===== src/rtl/fetch_pkg.sv =====
// Shared definitions for the fetch PC unit: next-PC select codes, FSM states and the
// sequential PC increment.
package fetch_pkg;

    localparam logic [1:0] PCSEL_SEQ = 2'b10;
    localparam logic [1:0] PCSEL_BR  = 2'b01;
    localparam logic [1:0] PCSEL_JAL = 2'b11;
    localparam logic [1:0] PCSEL_JR  = 2'b00;

    localparam int unsigned PC_INC = 4;

    typedef enum logic {
        StRun   = 1'b0,
        StFlush = 1'b1
    } fetch_state_e;

    // Counter width able to hold 0..cycles.
    function automatic int unsigned flush_cnt_w(input int unsigned cycles);
        return $clog2(cycles + 1);
    endfunction

endpackage


===== src/rtl/fetch_flush_ctr.sv =====
// Flush hold counter: loads FLUSH_CYCLES-1, decrements towards zero and flags zero.
module fetch_flush_ctr
    import fetch_pkg::*;
#(
    parameter int unsigned FLUSH_CYCLES = 3
) (
    input  logic clk,
    input  logic rst_n,
    input  logic load_i,
    input  logic dec_i,
    output logic zero_o
);

    localparam int unsigned CNT_W = flush_cnt_w(FLUSH_CYCLES);
    localparam logic [CNT_W-1:0] LOAD_VAL = CNT_W'(FLUSH_CYCLES - 1);

    logic [CNT_W-1:0] cnt_q, cnt_d;

    // Load wins over decrement; the counter saturates at zero.
    always_comb begin
        cnt_d = cnt_q;
        if (load_i) begin
            cnt_d = LOAD_VAL;
        end else if (dec_i && (cnt_q != '0)) begin
            cnt_d = cnt_q - CNT_W'(1);
        end
    end

    always_ff @(posedge clk or negedge rst_n) begin
        if (!rst_n) begin
            cnt_q <= '0;
        end else begin
            cnt_q <= cnt_d;
        end
    end

    assign zero_o = (cnt_q == '0);

endmodule


===== src/rtl/fetch_pc_unit.sv =====
// Fetch program counter: next-PC mux, PC register and RUN/FLUSH hold FSM.
// Define FETCH_PC_TRAP_EN to add the trap port and the TRAP_VEC redirect.
module fetch_pc_unit
    import fetch_pkg::*;
#(
    parameter int unsigned       ADDR_W       = 32,
    parameter logic [ADDR_W-1:0] RESET_VEC    = ADDR_W'(32'h0000_0004),
    parameter int unsigned       FLUSH_CYCLES = 3,
    parameter logic [ADDR_W-1:0] TRAP_VEC     = ADDR_W'(32'h0000_0180)
) (
    input  logic              clk,
    input  logic              rst_n,
    input  logic              en,
`ifdef FETCH_PC_TRAP_EN
    input  logic              trap,
`endif
    input  logic [1:0]        pc_sel,
    input  logic [ADDR_W-1:0] pc_branch,
    input  logic [ADDR_W-1:0] pc_jal,
    input  logic [ADDR_W-1:0] pc_jr,
    input  logic              flush,
    output logic [ADDR_W-1:0] pc_if,
    output logic              pc_valid,
    output logic              flushing
);

    if (ADDR_W < 16 || ADDR_W > 64) begin : g_bad_addr_w
        $error("fetch_pc_unit: ADDR_W must be within 16..64");
    end
    if (FLUSH_CYCLES < 1 || FLUSH_CYCLES > 15) begin : g_bad_flush_cycles
        $error("fetch_pc_unit: FLUSH_CYCLES must be within 1..15");
    end

    fetch_state_e      state_q, state_d;
    logic [ADDR_W-1:0] pc_q, pc_d;
    logic [ADDR_W-1:0] sel_pc;
    logic              pc_valid_q, flushing_q;
    logic              ctr_load, ctr_dec, ctr_zero;

    always_comb begin
        sel_pc = pc_q;
        unique case (pc_sel)
            PCSEL_SEQ: sel_pc = pc_q + ADDR_W'(PC_INC);
            PCSEL_BR:  sel_pc = pc_branch;
            PCSEL_JAL: sel_pc = pc_jal;
            PCSEL_JR:  sel_pc = pc_jr;
            default:   sel_pc = pc_q;
        endcase
    end

    always_comb begin
        state_d  = state_q;
        pc_d     = pc_q;
        ctr_load = 1'b0;
        ctr_dec  = 1'b0;
        unique case (state_q)
            StRun: begin
                if (en) begin
                    pc_d = sel_pc;
                end
                if (flush) begin
                    state_d  = StFlush;
                    ctr_load = 1'b1;
                end
            end
            StFlush: begin
                // A fresh flush restarts the hold and lets the newest redirect through.
                if (flush) begin
                    ctr_load = 1'b1;
                    if (en) begin
                        pc_d = sel_pc;
                    end
                end else if (ctr_zero) begin
                    state_d = StRun;
                end else begin
                    ctr_dec = 1'b1;
                end
            end
            default: state_d = StRun;
        endcase
`ifdef FETCH_PC_TRAP_EN
        if (trap) begin
            pc_d     = TRAP_VEC;
            state_d  = StFlush;
            ctr_load = 1'b1;
            ctr_dec  = 1'b0;
        end
`endif
    end

    always_ff @(posedge clk or negedge rst_n) begin
        if (!rst_n) begin
            state_q    <= StRun;
            pc_q       <= RESET_VEC;
            pc_valid_q <= 1'b1;
            flushing_q <= 1'b0;
        end else begin
            state_q    <= state_d;
            pc_q       <= pc_d;
            pc_valid_q <= (state_d == StRun);
            flushing_q <= (state_d == StFlush);
        end
    end

    fetch_flush_ctr #(
        .FLUSH_CYCLES(FLUSH_CYCLES)
    ) u_flush_ctr (
        .clk   (clk),
        .rst_n (rst_n),
        .load_i(ctr_load),
        .dec_i (ctr_dec),
        .zero_o(ctr_zero)
    );

    assign pc_if    = pc_q;
    assign pc_valid = pc_valid_q;
    assign flushing = flushing_q;

endmodule


===== config.mk =====
export PLATFORM = sky130hd
export DESIGN_NAME = fetch_pc_unit
export DESIGN_NICKNAME = d
export VERILOG_FILES = /design/src/rtl/fetch_pkg.sv /design/src/rtl/fetch_flush_ctr.sv /design/src/rtl/fetch_pc_unit.sv
export SDC_FILE = /design/constraint.sdc
export NUM_CORES = 1
export LEC_CHECK = 0
export CAP_MARGIN = 20
export CELL_PAD_IN_SITES_DETAIL_PLACEMENT = 0
export CELL_PAD_IN_SITES_GLOBAL_PLACEMENT = 1
export CORE_MARGIN = 3
export CORE_UTILIZATION = 40
export CTS_CLUSTER_DIAMETER = 200
export CTS_CLUSTER_SIZE = 28
export DETAILED_ROUTE_END_ITERATION = 8
export DONT_BUFFER_PORTS = 1
export GPL_TIMING_DRIVEN = 0
export PLACE_DENSITY = 0.79
export SYNTH_ARGS = -nofsm -noshare
export SYNTH_HDL_FRONTEND = slang
export SYNTH_SLANG_ARGS = --single-unit

===== constraint.sdc =====
create_clock -name clk -period 3.2 [get_ports clk]
set_input_delay 0.64 -clock clk [delete_from_list [all_inputs] [get_ports clk]]
set_output_delay 0.64 -clock clk [all_outputs]
set_load 0.05 [all_outputs]

==> impl_results.md, run 1 <==
- Cells after synthesis: ~350
- Chip width: 90.1 um
- WL/cell: 22.5 um
- Layout cell share with drive strength beyond 1: 10.8%
- First-pass GRT wire length: 15900 um
- Nets: 456
- RePlAce Congestion: roughly 0.85
- Synth Area in XOR/XNOR: less than 1%
- ANT nets after route: 0
- Cell accounting for the most synthesized area: dfrtp_1
- FP Rows: 30
- Final clock skew: 9.75 ps
- Multiplexer share of the synthesized area: approximately 14%
- Clock Latency Late Sink: 290 ps
- Ys async rst share: 100%
- Max Slew Vio Count: 0
- Detailed-router iteration count before antenna repair: 4
- Met3 Track Usage GR: 6.78%
- Net count after synthesis: 449
- Initial antenna violation count: 0
- DP Wirelength: approximately 7300 um
- Top post-synthesis cells by area: dfrtp_1 (30%), mux2i_1 (7.8%), o21ai_0 (7.8%), nand2_1 (5.8%), nor2_1 (4.0%)
- P_leak: 1.22 nW
- # clock sinks: 36
- Crit share post-route: 79.3%
- # resized after CTS: 0
- Ant. Diodes: 0
- Primary FF master, synth: dfrtp_1
- Placed cell count: about 440
- Fin Setup TNS: 0 ps
- DIE AREA: a little over 0.008 mm^2
- WL final: between 10000 and 15000 um
- Synth Area in Adders: less than 1%
- Req. time, crit path: between 3000 and 4000 ps
- Tot Pwr: about 2.1 mW
- Clock-pin slew on the worst setup and hold paths: ~80 ps
- Netlist cell types: 56
- Largest net degree at the start of global routing: 37
- Dpl cell area: 0.00295 mm^2
- # port buffers: 0
- FF+latch area: 903 um^2
- Top-area cell type share of the netlist area: 30.1%
- GRT overflow: 0
- Residual DRC: 0
- Highest net fanout along the worst path: 7
- CP endpoint kind: register
- Root buffer cell: clkbuf_8
- FILL cells: ~730
- Fin. Hold Viols: 0
- Reg2reg setup slack: about 660 ps
- Max Cap Viol: 0
- PD cells: approximately 690 mW/mm^2
- Main combinational cell family by area after synthesis: compound AO/OA/AOI/OAI gates
- Htree depth: 2
- Core region area: 0.00683 mm^2
- Post-Layout Cell Count: between 400 and 500
- Io pins: approximately 140
- RSZ-0062 raised after global routing: no
- Hold_buf cts: 0
- Post-CTS Setup Bufs: 0
- Synth Register Bits: 36
- Design Area, Final: around 0.003 mm^2
- Finish-stage setup viols: 0
- Synth top cells by count: nand2_1 (44), o21ai_0 (44), dfrtp_1 (34)
- Busiest grt layer: met2
- Mean post-synth cell area: about 8.2 um^2
- Relative slew slack: between 30 and 40%
- CTS tree: yes
- Area taken by multi-input logic gates: approximately 0.0018 mm^2
- Num CTS Buffers: 5
- Register area share after synthesis: 31.9%
- Yosys warnings: 0
- Compound-Gate Fraction of Synth Area: ~25%
- DRT iter0 DRCs: 260
- RR Startpoint: pc_if[3]
- Hold slack: around 36 ps
- Die height: approximately 90 um
- Worst slew pin tran: ~900 ps
- Post-synthesis simple-gate area fraction: about 22%
- Total GRT Usage: 24.7%
- Vias per inst: between 6 and 7
- Area delta synth->final: 6.94%
- Period minus WS final: about 2500 ps
- Critical path arrival: around 2700 ps
- VDD IR-drop max: 0.302 mV
- Post-synth EDFFs: 0
- R2R depth: 6
- Initial Util: about 41%
- Crit Path Class: reg2reg
- Met2 Usage GRT: about two fifths
- Fmax: about 400 MHz
- Syn Std Cell Area: 0.00283 mm^2
- GR Layer Usage met1: approximately a third
- Crit Reg-Reg Endpoint: pc_if[30]
- Status: finished, final reports clean
- Vias in the first global route: between 2000 and 3000
- Hold crit path type: in2async
- Maximum clock insertion buffer count: 2
- Setup crit start kind: register
- Via count: 2862
[state kept, by name (all words and copies together) (netlist names)]
name               cells
flushing               1
pc_if                 32
u_flush_ctr.cnt_q      2
pc_valid               1
[worst max path at each step]
stage               from        end  slack (ps)
2_1_floorplan   pc_if[3]  pc_if[30]         940
3_3_place_gp   pc_sel[1]  pc_if[10]         670
3_5_place_dp   pc_sel[1]   pc_if[9]         650
4_1_cts         pc_if[3]  pc_if[30]         680
5_1_grt         pc_if[4]  pc_if[19]         450
6_report        pc_if[3]  pc_if[30]         660
[critical path, stage by stage, from the launching register on]
cell and delay (ps):
dfrtp_1 720, ha_1 320, nand3_2 190, nor4_4 380, and4_4 310, a31oi_1 90, or3b_1 390
[through the flow]
step / setup WS, ps / utilization, %
after global routing: 454 / 44.3
after global placement: 675 / 43.2
final: 662 / 44.3
after CTS: 676 / 44.3
after detailed placement: 654 / 43.2
after floorplan: 938 / -
[routing by layer]
layer,vias up,wire length (um)
met5,-,0
met4,0,142
met3,19,941
met1,1387,4410
li1,1295,-
met2,161,4600
[cell usage in the layout (no fill, tap or decap), types with 3 or more instances in the layout]
cell type and count:
buf_2 9, inv_1 10, a31oi_1 13, nor2b_1 3
nor3_1 10, clkbuf_1 13, nand3_1 4, a41oi_1 3
o21ai_0 44, mux2i_1 22, a21oi_1 22, dfrtp_1 34
o22a_1 3, mux2_2 7, and3_1 3, nor2_1 30
nand2_1 44, clkbuf_8 6, o211ai_1 4, nand4_1 8
mux4_2 4, a221oi_1 5, o22ai_1 4, nor4_1 3
[power breakdown]
group / leakage (nW) / switching [mW] / internal (mW)
registers: 0.428 / 0.696 / 0.591
logic: 0.753 / 0.275 / 0.213
clock network: 0.0383 / 0.170 / 0.150
total: 1.22 / 1.14 / 0.955
[final cells by class]
cell class	count	area share [%]
Multi-Input combinational cell	273	58.0
Sequential cell	36	29.9
Buffer	26	4.43
Tap cell	96	3.97
Clock buffer	7	2.52
Inverter	10	1.24
[logic make-up after synthesis]
group / after synthesis
buf+inv: 36
xor+xnor: 1
flops: 36
simple gates: 123
mux: 33
fa+ha+maj: 2
compound gates: 114
Power figures use the tool's default switching activity.
==> run 2: changes to the inputs <==
Clock period 3.2 ns to 2.55 ns, I/O delays scaled along.
==> run 2 against run 1 <==
Utilization up 0.59 points. Power grew 27%. Largest cell class unchanged. Critical endpoint is now pc_if[29]. Combinational power is 29% higher.
==> impl_results.md, run 2 (synthesis gave the netlist of run 1 again) <==
- Hold crit path type: in2async
- Residual DRC: 0 (unchanged)
- Highest net fanout along the worst path: 6 (-1)
- Root buffer cell: clkbuf_8
- Crit share post-route: 94.3% (+15 points)
- Die height: 90.1 um (unchanged)
- Io pins: 136 (unchanged)
- RePlAce Congestion: 0.855 (unchanged)
- FP Rows: 30 (unchanged)
- Slowest library cell on the worst path: dfrtp_1
- Relative slew slack: 38.7% (-0.88 points)
- Finish-stage setup viols: 0 (unchanged)
- Fin Setup TNS: 0 ps (unchanged)
- Htree depth: 2 (unchanged)
- Final clock skew: 10.9 ps (+1.15 ps)
- Hold slack: 39.5 ps (+3.23 ps)
- Fmax: 416 MHz (+5.6%)
- Crit-path max cell delay: 740 ps (+20 ps)
- Placed cell count: 441 (unchanged)
- Max Cap Viol: 0 (unchanged)
- Dpl cell area: 0.00295 mm^2 (unchanged)
- FILL cells: 727 (-0.68%)
- Period minus WS final: 2400 ps (-135 ps)
- Area delta synth->final: 8.36%
- Nets: 457 (+0.22%)
- Most frequent cells in the layout: nand2_1 (44), o21ai_0 (44), nor2_1 (30)
- Ant. Diodes: 0 (unchanged)
- Via count: 2882 (+0.70%)
- Max Slew Vio Count: 0 (unchanged)
- Initial antenna violation count: 0 (unchanged)
- Critical path arrival: 2570 ps (-140 ps)
- Vias in the first global route: 2834 (+0.32%)
- # port buffers: 0 (unchanged)
- Num CTS Buffers: 5 (unchanged)
- Detailed-router iteration count before antenna repair: 7 (+3)
- ANT nets after route: 0 (unchanged)
- RSZ-0062 raised after global routing: no
- GRT overflow: 0 (unchanged)
- Layout cell share with drive strength beyond 1: 12.7% (+2.0 points)
- DP Wirelength: 7330 um (unchanged)
- Chip width: 90.1 um (unchanged)
- Maximum clock insertion buffer count: 2 (unchanged)
- Post-Layout Cell Count: 449 (+0.22%)
- WL/cell: 22.7 um (+0.86%)
- Clock Latency Late Sink: 290 ps (about the same)
- Util after Layout: 44.9% (+0.59 points)
- Post-CTS Setup Bufs: 0 (unchanged)
- DRT iter0 DRCs: 255 (-1.9%)
- Setup crit start kind: register
- Vias per inst: 6.42 (+0.47%)
- Largest register FFs: 32 (unchanged)
- First-pass GRT wire length: 16000 um (+0.52%)
- VDD IR-drop max: 0.380 mV (+26%)
- Worst slew pin tran: 917 ps (+13.1 ps)
- Status: finished, final reports clean
- DIE AREA: 0.00812 mm^2 (unchanged)
- Total GRT Usage: 24.9% (+0.18 points)
- # clock sinks: 36 (unchanged)
- Largest net degree at the start of global routing: 35 (-5.4%)
- Crit Path Class: reg2reg
- PD cells: 868 mW/mm^2 (+25%)
- CP cell instances: nand4_1 -> nor3_1 -> nand4_1 -> a2111oi_2 -> nor3_1
- Initial Util: 41.4% (unchanged)
- WL final: 10200 um (+1.1%)
- Core region area: 0.00683 mm^2 (unchanged)
- P_leak: 1.23 nW (+1.3%)
- CTS tree: yes
- CP endpoint kind: register
- Clock-pin slew on the worst setup and hold paths: 80 ps (about the same)
- Design Area, Final: 0.00307 mm^2 (+1.3%)
- Fin. Hold Viols: 0 (unchanged)
- Req. time, crit path: 2720 ps (-650 ps)
## run 2: changes by cell type in the layout (fill, tap and decap cells not counted)
cell,before,now
dfrtp_2,0,6
nor4_4,1,2
buf_12,0,1
nor4_2,1,0
dfrtp_1,34,28
dfstp_2,2,1
dfstp_4,0,1
## run 2: timing repair
action                                 CTS  global route
hold buffers                             1             0
setup endpoints to repair                0            16
endpoints found under the hold margin   34             0
gates resized for setup                  0             8
## run 2: worst paths after layout
| path | cells past startpoint | slack, ps | from | end |
|---|---|---|---|---|
| worst max-delay path | 5 | 150 | pc_if[18] | pc_if[29] |
| worst min-delay path | 1 | 40 | rst_n | pc_if[9] |
| worst max register to register | 5 | 150 | pc_if[18] | pc_if[29] |
| worst min register to register | 2 | 520 | u_flush_ctr.cnt_q[1] | u_flush_ctr.cnt_q[1] |
| max in group asynchronous | 1 | 2270 | rst_n | pc_if[3] |
| min in group clk | 1 | 280 | flush | u_flush_ctr.cnt_q[0] |
## run 2: critical path, delay by kind of cell (launching register included)
family / cells / cell delay [ps]
AOI/OAI and AO/OA: 1 / 370
and+or+nand+nor: 4 / 1150
DFF: 1 / 740
## run 2: per-stage QoR
step           setup WS (ps)  power, mW
2_1_floorplan            288       2.02
3_5_place_dp            45.1       2.23
5_1_grt                 3.82       2.80
6_report                 147       2.66
4_1_cts                 26.2       2.65
3_3_place_gp            41.2       2.21
## run 2: per-layer routing
metal  routed length [um]  track usage [%]
met2                 4730             39.4
met3                 1020             7.45
met5                    0                0
met1                 4330             33.4
met4                  120             5.87
## run 2: power breakdown
group / total, mW / switching [mW] / internal (mW)
Combinational: 0.631 / 0.360 / 0.271
Sequential: 1.63 / 0.873 / 0.752
Clock: 0.405 / 0.216 / 0.189
## run 2: cell type report
class                   count  area, um^2  share of cell area [%]
flip-flops and latches     36         915                    29.8
clock buffers               7        76.3                    2.49
plain buffers              26         134                    4.37
well taps                  96         120                    3.92
inverters                  10        37.5                    1.22
repair buffers              1        20.0                   0.653
multi-input cells         273        1760                    57.5
==> run 3: changes to the inputs <==
Settings changed: TNS_END_PERCENT set to 5.
==> run 3 against run 2 <==
Worst hold slack improved by 0.53 ps. Die area unchanged. Design area up 0.20%. Highest routed layer unchanged. Non-clock buffer count unchanged. Largest cell class unchanged. Sequential power barely moved.
==> impl_results.md, run 3 (synthesis gave the netlist of run 1 again) <==
- Io pins: 136 (unchanged)
- Crit share post-route: 94.7% (+0.47 points)
- Crit-path max cell delay: 730 ps (about the same)
- Finish-stage setup viols: 0 (unchanged)
- Crit Path Class: reg2reg
- Final clock skew: 10.5 ps (-0.447 ps)
- Status: finished, final reports clean
- Vias per inst: 6.43 (+0.24%)
- Largest register FFs: 32 (unchanged)
- Hold crit path type: in2async
- Highest net fanout along the worst path: 7 (+1)
- Initial antenna violation count: 0 (unchanged)
- Slowest library cell on the worst path: dfstp_4
- Ant. Diodes: 0 (unchanged)
- DIE AREA: 0.00812 mm^2 (unchanged)
- Chip width: 90.1 um (unchanged)
- Hold slack: 40.0 ps (+0.532 ps)
- Largest net degree at the start of global routing: 35 (unchanged)
- FILL cells: 726 (-0.14%)
- VDD IR-drop max: 0.379 mV (about the same)
- Die height: 90.1 um (unchanged)
- Critical path arrival: 2590 ps (+20 ps)
- Root buffer cell: clkbuf_8
- Req. time, crit path: 2720 ps (about the same)
- Max Slew Vio Count: 0 (unchanged)
- ANT nets after route: 0 (unchanged)
- P_leak: 1.24 nW (+0.13%)
- M1 wire length: 4380 um (+1.3%)
- # port buffers: 0 (unchanged)
- CTS tree: yes
- Initial Util: 41.4% (unchanged)
- Htree depth: 2 (unchanged)
- Most frequent cells in the layout: nand2_1 (44), o21ai_0 (44), nor2_1 (30)
- Period minus WS final: 2420 ps (+12.1 ps)
- Fin Setup TNS: 0 ps (unchanged)
- Tot Pwr: 2.67 mW (+0.17%)
- WL/cell: 22.8 um (+0.37%)
- PD cells: 868 mW/mm^2 (about the same)
- Clock-pin slew on the worst setup and hold paths: 70 ps (about the same)
- Total GRT Usage: 24.9% (unchanged)
- Fin. Hold Viols: 0 (unchanged)
- DRT iter0 DRCs: 241 (-5.5%)
- Highest Signal Layer: met4
- CP endpoint kind: register
- Worst path bufs/invs: 0 (unchanged)
- Post-CTS Setup Bufs: 0 (unchanged)
- DP Wirelength: 7330 um (unchanged)
- Clock Latency Late Sink: 290 ps (about the same)
- Area delta synth->final: 8.58%
- Maximum clock insertion buffer count: 2 (unchanged)
- Max Cap Viol: 0 (unchanged)
- CP cell instances: ha_1 -> nand3_4 -> nor4_4 -> and4_4 -> a31oi_1 -> or3b_1
- Met3 WL: 1040 um (+1.5%)
- WL final: 10200 um (+0.37%)
- RePlAce Congestion: 0.855 (unchanged)
- RSZ-0062 raised after global routing: no
- Layout cell share with drive strength beyond 1: 12.5% (-0.28 points)
- Relative slew slack: 40.9% (+2.2 points)
- Vias in the first global route: 2834 (unchanged)
- Worst slew pin tran: 885 ps (-32.4 ps)
- FP Rows: 30 (unchanged)
- Setup crit start kind: register
- # clock sinks: 36 (unchanged)
- First-pass GRT wire length: 16000 um (unchanged)
- CP delay by family, top: simple AND/OR/NAND/NOR gates
- Num CTS Buffers: 5 (unchanged)
- Met2 WL post-DR: 4690 um (-0.76%)
- Via count: 2889 (+0.24%)
- Fmax: 414 MHz (-0.50%)
- Detailed-router iteration count before antenna repair: 6 (-1)
- Core region area: 0.00683 mm^2 (unchanged)
- Nets: 457 (unchanged)
- Residual DRC: 0 (unchanged)
- GRT overflow: 0 (unchanged)
run 3: power by group:
part,switching (mW),internal (mW)
clock,0.214,0.189
sequential,0.876,0.751
combinational,0.363,0.273
total,1.45,1.21
run 3: metrics by stage:
stage          utilization, %  cell area, um^2  worst slack (ps)  std cells
2_1_floorplan               -             2830               288        345
5_1_grt                  45.0             3070              3.82        449
4_1_cts                  44.6             3050              26.2        449
3_3_place_gp             43.2             2950              41.2        441
6_report                 45.0             3070               134        449
3_5_place_dp             43.2             2950              45.1        441
run 3: timing repair:
action,CTS,global route
hold buffers,1,0
resized for setup,0,8
hold endpoints to repair,34,0
setup endpoints to repair,0,16
run 3: final cells by class:
type	instances	area, um^2	area share, %
plain buffers	26	134	4.36
clock buffers	7	76.3	2.48
inverters	10	37.5	1.22
multi-input cells	273	1770	57.6
flip-flops and latches	36	913	29.7
well taps	96	120	3.91
repair buffers	1	20.0	0.652
run 3: metal layers:
metal | up-vias | global-route usage (%)
li1 | 1304 | -
met1 | 1402 | 33.4
met2 | 166 | 39.4
met3 | 17 | 7.45
met4 | 0 | 5.87
met5 | - | 0
run 3: worst register-to-register path, stage by stage (launching register included):
cell and delay [ps]:
dfstp_4 730, ha_1 280, nand3_4 150, nor4_4 340, and4_4 310, a31oi_1 90, or3b_1 390
run 3: path summary, 6_finish.rpt:
| path | startpoint | end | slack, ps | depth (start not counted) |
|---|---|---|---|---|
| worst max-delay path | pc_if[2] | pc_if[30] | 130 | 6 |
| worst min-delay path | rst_n | pc_if[9] | 40 | 1 |
| worst max register to register | pc_if[2] | pc_if[30] | 130 | 6 |
| worst min register to register | u_flush_ctr.cnt_q[1] | u_flush_ctr.cnt_q[1] | 530 | 2 |
| max in group asynchronous | rst_n | pc_if[3] | 2270 | 1 |
| min in group clk | flush | u_flush_ctr.cnt_q[0] | 280 | 1 |
